--- config.mk ---
export PLATFORM = sky130hd
export DESIGN_NAME = valid_delay_pipe
export DESIGN_NICKNAME = d
export VERILOG_FILES = /design/src/rtl/valid_delay_pipe.sv
export SDC_FILE = /design/constraint.sdc
export NUM_CORES = 1
export LEC_CHECK = 0
export BUFFER_PORTS_ARGS = -buffer_cell sky130_fd_sc_hd__buf_2
export CAP_MARGIN = 20
export CORE_ASPECT_RATIO = 1.25
export CORE_UTILIZATION = 55
export CTS_CLUSTER_SIZE = 8
export DETAILED_ROUTE_END_ITERATION = 16
export PLACE_DENSITY = 0.77
export SYNTH_ARGS = -nofsm -noshare
export SYNTH_HDL_FRONTEND = slang
export SYNTH_SLANG_ARGS = --single-unit
--- constraint.sdc ---
create_clock -name clk -period 2.6 [get_ports clk]
set_input_delay 0.39 -clock clk [delete_from_list [all_inputs] [get_ports clk]]
set_output_delay 0.39 -clock clk [all_outputs]
set_load 0.05 [all_outputs]
--- src/rtl/valid_delay_pipe.sv ---
// ---------------------------------------------------------------------------
// valid_delay_pipe
//
// Purpose:
//   A DEPTH-stage shift pipeline of (valid, data) pairs with a runtime
//   selectable output tap. Stage 0 is the live input and stages 1..DEPTH are
//   registered. The pipe advances only when en=1. flush clears every stage
//   synchronously. A registered count of the valid entries in stages 1..DEPTH
//   is kept alongside the pipe.
//
//   Invalid stages always hold zero data. This keeps the output data at zero
//   whenever the selected tap is not valid.
//
// Parameters:
//   DEPTH     number of register stages (>= 1)
//   WIDTH     data bus width (>= 1)
//
// Ports:
//   clk        single clock; all state changes on the rising edge
//   rst        asynchronous, active-low reset
//   en         advance enable (1 = shift, 0 = hold and drop the input)
//   flush      synchronous clear of all stages; wins over en
//   in_valid   qualifier for in_data
//   in_data    word entering stage 1
//   dly_sel    output tap 0..DEPTH; larger values clamp to DEPTH
//   out_valid  valid flag at the selected tap (combinational)
//   out_data   data at the selected tap; zero when out_valid=0
//   valid_cnt  registered number of valid entries in stages 1..DEPTH
// ---------------------------------------------------------------------------
module valid_delay_pipe #(
   parameter int DEPTH = 4,
   parameter int WIDTH = 8,
   localparam int SW = $clog2(DEPTH + 1)
) (
   input  logic             clk,
   input  logic             rst,
   input  logic             en,
   input  logic             flush,
   input  logic             in_valid,
   input  logic [WIDTH-1:0] in_data,
   input  logic [SW-1:0]    dly_sel,
   output logic             out_valid,
   output logic [WIDTH-1:0] out_data,
   output logic [SW-1:0]    valid_cnt
);

   localparam logic [SW-1:0] DEPTH_SEL = SW'(DEPTH);

   // Stage registers. Index k is stage k, for k = 1..DEPTH.
   logic [DEPTH:1]   valid_q;
   logic [DEPTH:1]   valid_d;
   logic [WIDTH-1:0] data_q [1:DEPTH];
   logic [WIDTH-1:0] data_d [1:DEPTH];
   logic [SW-1:0]    valid_cnt_q;
   logic [SW-1:0]    valid_cnt_d;

   // Tap view. Index 0 is the live input and 1..DEPTH are the registers.
   logic [DEPTH:0]   tap_valid;
   logic [WIDTH-1:0] tap_data [0:DEPTH];
   logic [SW-1:0]    sel_clamped;

   // Next-state logic for the stages and the occupancy counter.
   // The counter is updated incrementally from what enters stage 1 and what
   // leaves stage DEPTH. It is not recomputed as a popcount, so it stays
   // cheap for deep pipes. Data is zeroed whenever the incoming valid is 0,
   // which keeps the "invalid means zero data" property an invariant.
   always_comb begin
      valid_d     = valid_q;
      data_d      = data_q;
      valid_cnt_d = valid_cnt_q;

      if (flush) begin
         valid_d     = '0;
         valid_cnt_d = '0;
         for (int k = 1; k <= DEPTH; k++) begin
            data_d[k] = '0;
         end
      end else if (en) begin
         valid_d[1] = in_valid;
         data_d[1]  = in_valid ? in_data : '0;
         for (int k = 2; k <= DEPTH; k++) begin
            valid_d[k] = valid_q[k-1];
            data_d[k]  = valid_q[k-1] ? data_q[k-1] : '0;
         end

         case ({in_valid, valid_q[DEPTH]})
            2'b10:   valid_cnt_d = valid_cnt_q + SW'(1);
            2'b01:   valid_cnt_d = valid_cnt_q - SW'(1);
            default: valid_cnt_d = valid_cnt_q;
         endcase
      end
   end

   // State registers. Reset discards every in-flight entry immediately.
   always_ff @(posedge clk or negedge rst) begin
      if (!rst) begin
         valid_q     <= '0;
         valid_cnt_q <= '0;
         for (int k = 1; k <= DEPTH; k++) begin
            data_q[k] <= '0;
         end
      end else begin
         valid_q     <= valid_d;
         valid_cnt_q <= valid_cnt_d;
         for (int k = 1; k <= DEPTH; k++) begin
            data_q[k] <= data_d[k];
         end
      end
   end

   // Build the tap array. Stage 0 applies the same zero-when-invalid rule
   // as the registered stages, so the output mux needs no special case.
   always_comb begin
      tap_valid[0] = in_valid;
      tap_data[0]  = in_valid ? in_data : '0;
      for (int k = 1; k <= DEPTH; k++) begin
         tap_valid[k] = valid_q[k];
         tap_data[k]  = data_q[k];
      end
   end

   // Clamp the tap select to DEPTH.
   always_comb begin
      sel_clamped = (dly_sel > DEPTH_SEL) ? DEPTH_SEL : dly_sel;
   end

   // Combinational output mux. A change of dly_sel is visible in the same
   // cycle and does not disturb the stored entries.
   always_comb begin
      out_valid = 1'b0;
      out_data  = '0;
      for (int k = 0; k <= DEPTH; k++) begin
         if (sel_clamped == SW'(k)) begin
            out_valid = tap_valid[k];
            out_data  = tap_valid[k] ? tap_data[k] : '0;
         end
      end
   end

   assign valid_cnt = valid_cnt_q;

endmodule

* After elaboration in Yosys (flattened, before gate mapping)
Index checks and enable logic that the tools add are counted.
Storage, ports and cells: bits of input ports 16, word-level logic and storage cells 42, output and inout bits 12, register bits 39
Cells by class: add/sub/neg operators 2, eq/ne operators 6, magnitude comparators 1, reduce and logical (&&, ||, !) cells 4, muxes and demuxes 23
Operator list (number):
- $mux W8 | 10
- $mux W32 | 2
- $mux W3 | 3
- $mux W4 | 2
- $eq A3 B2 Y1 const B | 2
- $pmux W3 S2 | 1
- $mux W1 | 5
- $add A3 B1 Y3 const B | 1
- $eq A3 B1 Y1 const B | 1
- $eq A3 B3 Y1 const B | 1
- $gt A3 B3 Y1 const B | 1
- $logic_not A3 Y1 | 1
- $reduce_bool A3 Y1 | 1
- $sub A3 B1 Y3 const B | 1
- $eq A2 B1 Y1 const B | 1
- $eq A2 B2 Y1 const B | 1
- $reduce_and A2 Y1 | 1
- $reduce_bool A2 Y1 | 1

* Logic depth before layout (Yosys ltp)
depth after elaboration 8, mapped depth 6, mapped depth without buffers 5

* Worst setup path after synthesis
OpenSTA, ideal clock, no wires.
path type input to output, from input port dly_sel[1], to output port out_valid, slack 0.477 ns, cell stages on the path 3, buffers on the path 0, arrival time 1.733 ns, required time 2.210 ns, cell sequence mux2_2 -> a22oi_1 -> o21ai_0
On the way: longest elaborated chain between the ends 8, elaborated cells between the ends (all ways) 12, classes of those cells order compare: 1; eq/ne: 4; mux: 6; reduce/logical: 1
RTL lines:
- start: declaration | line 41 | input logic [SW-1:0] dly_sel,
- $gt A3 B3 Y1 | line 124 | sel_clamped = (dly_sel > DEPTH_SEL) ? DEPTH_SEL : dly_sel;
- $mux W3 * | line 124
- $logic_not A3 Y1 | line 133 | if (sel_clamped == SW'(k)) begin
- $mux W1 (4 in series) | line 133
- $mux W1 * | line 133
- end: declaration | line 42 | output logic out_valid,
Mark *: on every way between the ends. The rest lies on a longest branch, timed or not.

* Final worst setup path
from register valid_q[2] (netlist name), to output port out_data[6]
On the way: longest elaborated chain between the ends 4
RTL lines:
- start: declaration | line 50 | logic [DEPTH:1] valid_q;
- start signal: assignment | line 103 | valid_q <= valid_d;
- $mux W8 | line 135 | out_data = tap_valid[k] ? tap_data[k] : '0;
- $mux W8 (3 in series) | line 133
- end: declaration | line 43 | output logic [WIDTH-1:0] out_data,
No other way between the ends.

==> out/results.tsv <==
stage	metric	value	unit
critical_path	slowest_stage	dfrtp_1	
power_and_ir_drop	p_leak	0.000952	uW
flow_run	drv_cap	0	
clock_tree	post_cts_buffers	0	
clock_tree	hold_buffers	0	
clock_tree	cts_tree	built	
global_routing	grt_overflow	0	
synthesis	synth.distinct_cells	25	
critical_path	critPathBufInv	1	
place	portBuffers	27	
clock_tree	cts-root-buf	clkbuf_8	
timing	worst_slew_pin_slew	0.865	ns
detailed_routing	first_pass_iters	8	
detailed_routing	drt-initial-drc-count	140	
place	dp_hpwl	2940	um
synthesis	ys_seq_area_share	50.1	%
timing	hold_viol	0	
critical_path	startpoint	valid_q[2]	
timing	fmax	0.435	GHz
finish	finalCoreUtilization	65.0	%
synthesis	synth_top_area_share	50.1	%
clock_tree	clkTransAtPathRegs	0.07	ns
critical_path	path_class	reg2out	
critical_path	cp_cell_sequence	and4bb_2 > a22oi_1 > nand3_1 > buf_2	
hold_path	hold_class	in2async	
timing	rsz0062_at_grt	no	
detailed_routing	dr_total_vias	1759	
power_and_ir_drop	ir_drop	0.564	mV
critical_path	r2r-start	valid_q[4]	
clock_tree	clkSinkCount	39	
die	die_x	55.3	um
die	start_util	59.4	%
timing	setup_viol	0	
die	die_h	68.6	um
power_and_ir_drop	power_density	523	mW/mm^2
finish	layout.cells.non_filler	267	
place	place.gp.congestion	0.824	
critical_path	crit_fanout	11	
die	coreArea	0.00328	mm^2
finish	area_growth	9.44	%
finish	final_area	0.00213	mm^2
synthesis	synth_area	0.00195	mm^2
timing	fin_worst_skew	0.00466	ns
synthesis	avgSynthCellArea	9.15	um^2
clock_tree	post_cts_resized	0	
critical_path	crit_path_max_incr_delay	0.62	ns
clock_tree	cts_buffers	5	
clock_tree	h-tree-depth	2	
die	io_pins	28	
detailed_routing	wl_per_cell	18.0	um
place	dpl.cell_count	261	
clock_tree	clkLatencyLatePin	0.29	ns
synthesis	syn_nets	230	
global_routing	track_usage	27.0	%
global_routing	grt_max_degree	41	
status	outcome	finished, final reports clean	
power_and_ir_drop	power	1120	uW
timing	post-route-min-period	2.30	ns
die	num_rows	23	
place	place_area	0.00206	mm^2
global_routing	grt_pass1_vias	1652	
synthesis	yosys_warnings	0	
timing	drv_slew	0	
timing	slew_headroom	42.3	%
synthesis	synth_top_area_cell	dfrtp_1	
detailed_routing	via_per_inst	6.59	
detailed_routing	wirelength	4800	um
synthesis	synthTopCellsByArea	dfrtp_1 (50%), a21oi_1 (9.0%), nand3_1 (8.5%), nand2_1 (7.7%), a22oi_1 (3.9%)	
die	die-area	0.00379	mm^2
critical_path	critPathCaptureType	primary output	
timing	setup_tns	0	ns
critical_path	crit_family	flip-flops	
detailed_routing	detail-route-antenna-nets	0	
synthesis	netlist_instances	213	
global_routing	antenna_found_initial	0	
finish	fillers	261	
finish	nets	248	
critical_path	crit_arrival	1.91	ns
finish	diodes	0	
critical_path	required	2.21	ns
finish	layout-drive-gt1-share	17.8	%
critical_path	cp-start-kind	flip-flop	
clock_tree	clk_path_buf_depth	2	
synthesis	synth-seq-cells	39	
global_routing	grt_pass1_wl	7730	um
timing	post-route-period-util	88.4	%
detailed_routing	drc	0	
## power by group
part	switching [uW]	total, uW	internal (uW)	leakage, uW
Combinational	81.8	111	29.1	0.000374
Sequential	11.7	626	615	0.000541
Clock	200	379	179	0.0000371
## cells by family after synthesis
logic type,after synthesis,share of synthesized area [%]
DFF,39,50.1
buffers and inverters,20,4.94
AOI/OAI and AO/OA,55,17.2
adders and majority gates,1,1.03
and+or+nand+nor,91,23.1
xor gates and xnor gates,1,0.449
muxes,6,3.21
## state kept, by name, indices dropped and copies added, names as in the netlist
name,count
valid_q,4
valid_cnt,3
data_q,32
## per-stage QoR
step | setup WS (ns) | hold WS (ns)
floorplan | 0.477 | 0.0944
global placement | 0.503 | 0.506
detailed placement | 0.477 | 0.516
CTS | 0.310 | 0.248
global route | 0.186 | 0.284
finish | 0.300 | 0.209
## layout make-up
type	count	area, um^2	area share (%)
inverter	1	3.75	0.176
clock buffer	6	72.6	3.40
sequential	39	976	45.7
tap	37	46.3	2.17
timing repair buffer	30	158	7.39
multi-input combinational	154	877	41.1
## synthesized netlist by cell type
| cell | number |
|---|---|
| nand2_1 | 40 |
| dfrtp_1 | 39 |
| a21oi_1 | 35 |
| nand3_1 | 33 |
| a22oi_1 | 10 |
| clkbuf_1 | 8 |
| a222oi_1 | 7 |
| nor2_1 | 7 |
| buf_2 | 5 |
| buf_1 | 4 |
| mux2i_1 | 4 |
| o21ai_0 | 3 |
| and4bb_2 | 2 |
| buf_6 | 2 |
| mux2_2 | 2 |
| nand3b_1 | 2 |
| nor2b_1 | 2 |
| and2_2 | 1 |
| and4b_1 | 1 |
| clkinv_1 | 1 |
| fa_1 | 1 |
| nor4b_4 | 1 |
| or3_1 | 1 |
| or3b_1 | 1 |
| xnor2_1 | 1 |
## metal layers
layer	global-route usage [%]	part of all wire (%)
met1	33.5	40
met2	45.9	51
met3	5.04	7.2
met4	13.8	1.8
met5	0	0
## layout by cell type, fill, tap and decap left out, drive strengths merged, types with 2 or more instances in the layout
master and count:
buf 30, nand2 40, mux2 2, a222oi 7
a22oi 10, nor2 7, dfrtp 39, and4bb 2
nand3 33, nor2b 2, mux2i 4, o21ai 3
a21oi 35, clkbuf 6, nand3b 2
## final timing paths
| check | to | cells past startpoint | slack, ns |
|---|---|---|---|
| min in group clk | data_q[30] | 3 | 0.36 |
| worst max register to register | valid_cnt[2] | 5 | 0.64 |
| worst min register to register | data_q[3] | 2 | 0.52 |
| max in group asynchronous | data_q[0] | 1 | 1.84 |
| worst min-delay path | data_q[14] | 1 | 0.21 |
| worst max-delay path | out_data[6] | 4 | 0.30 |
No activity file was read; power rests on OpenSTA's default activity.
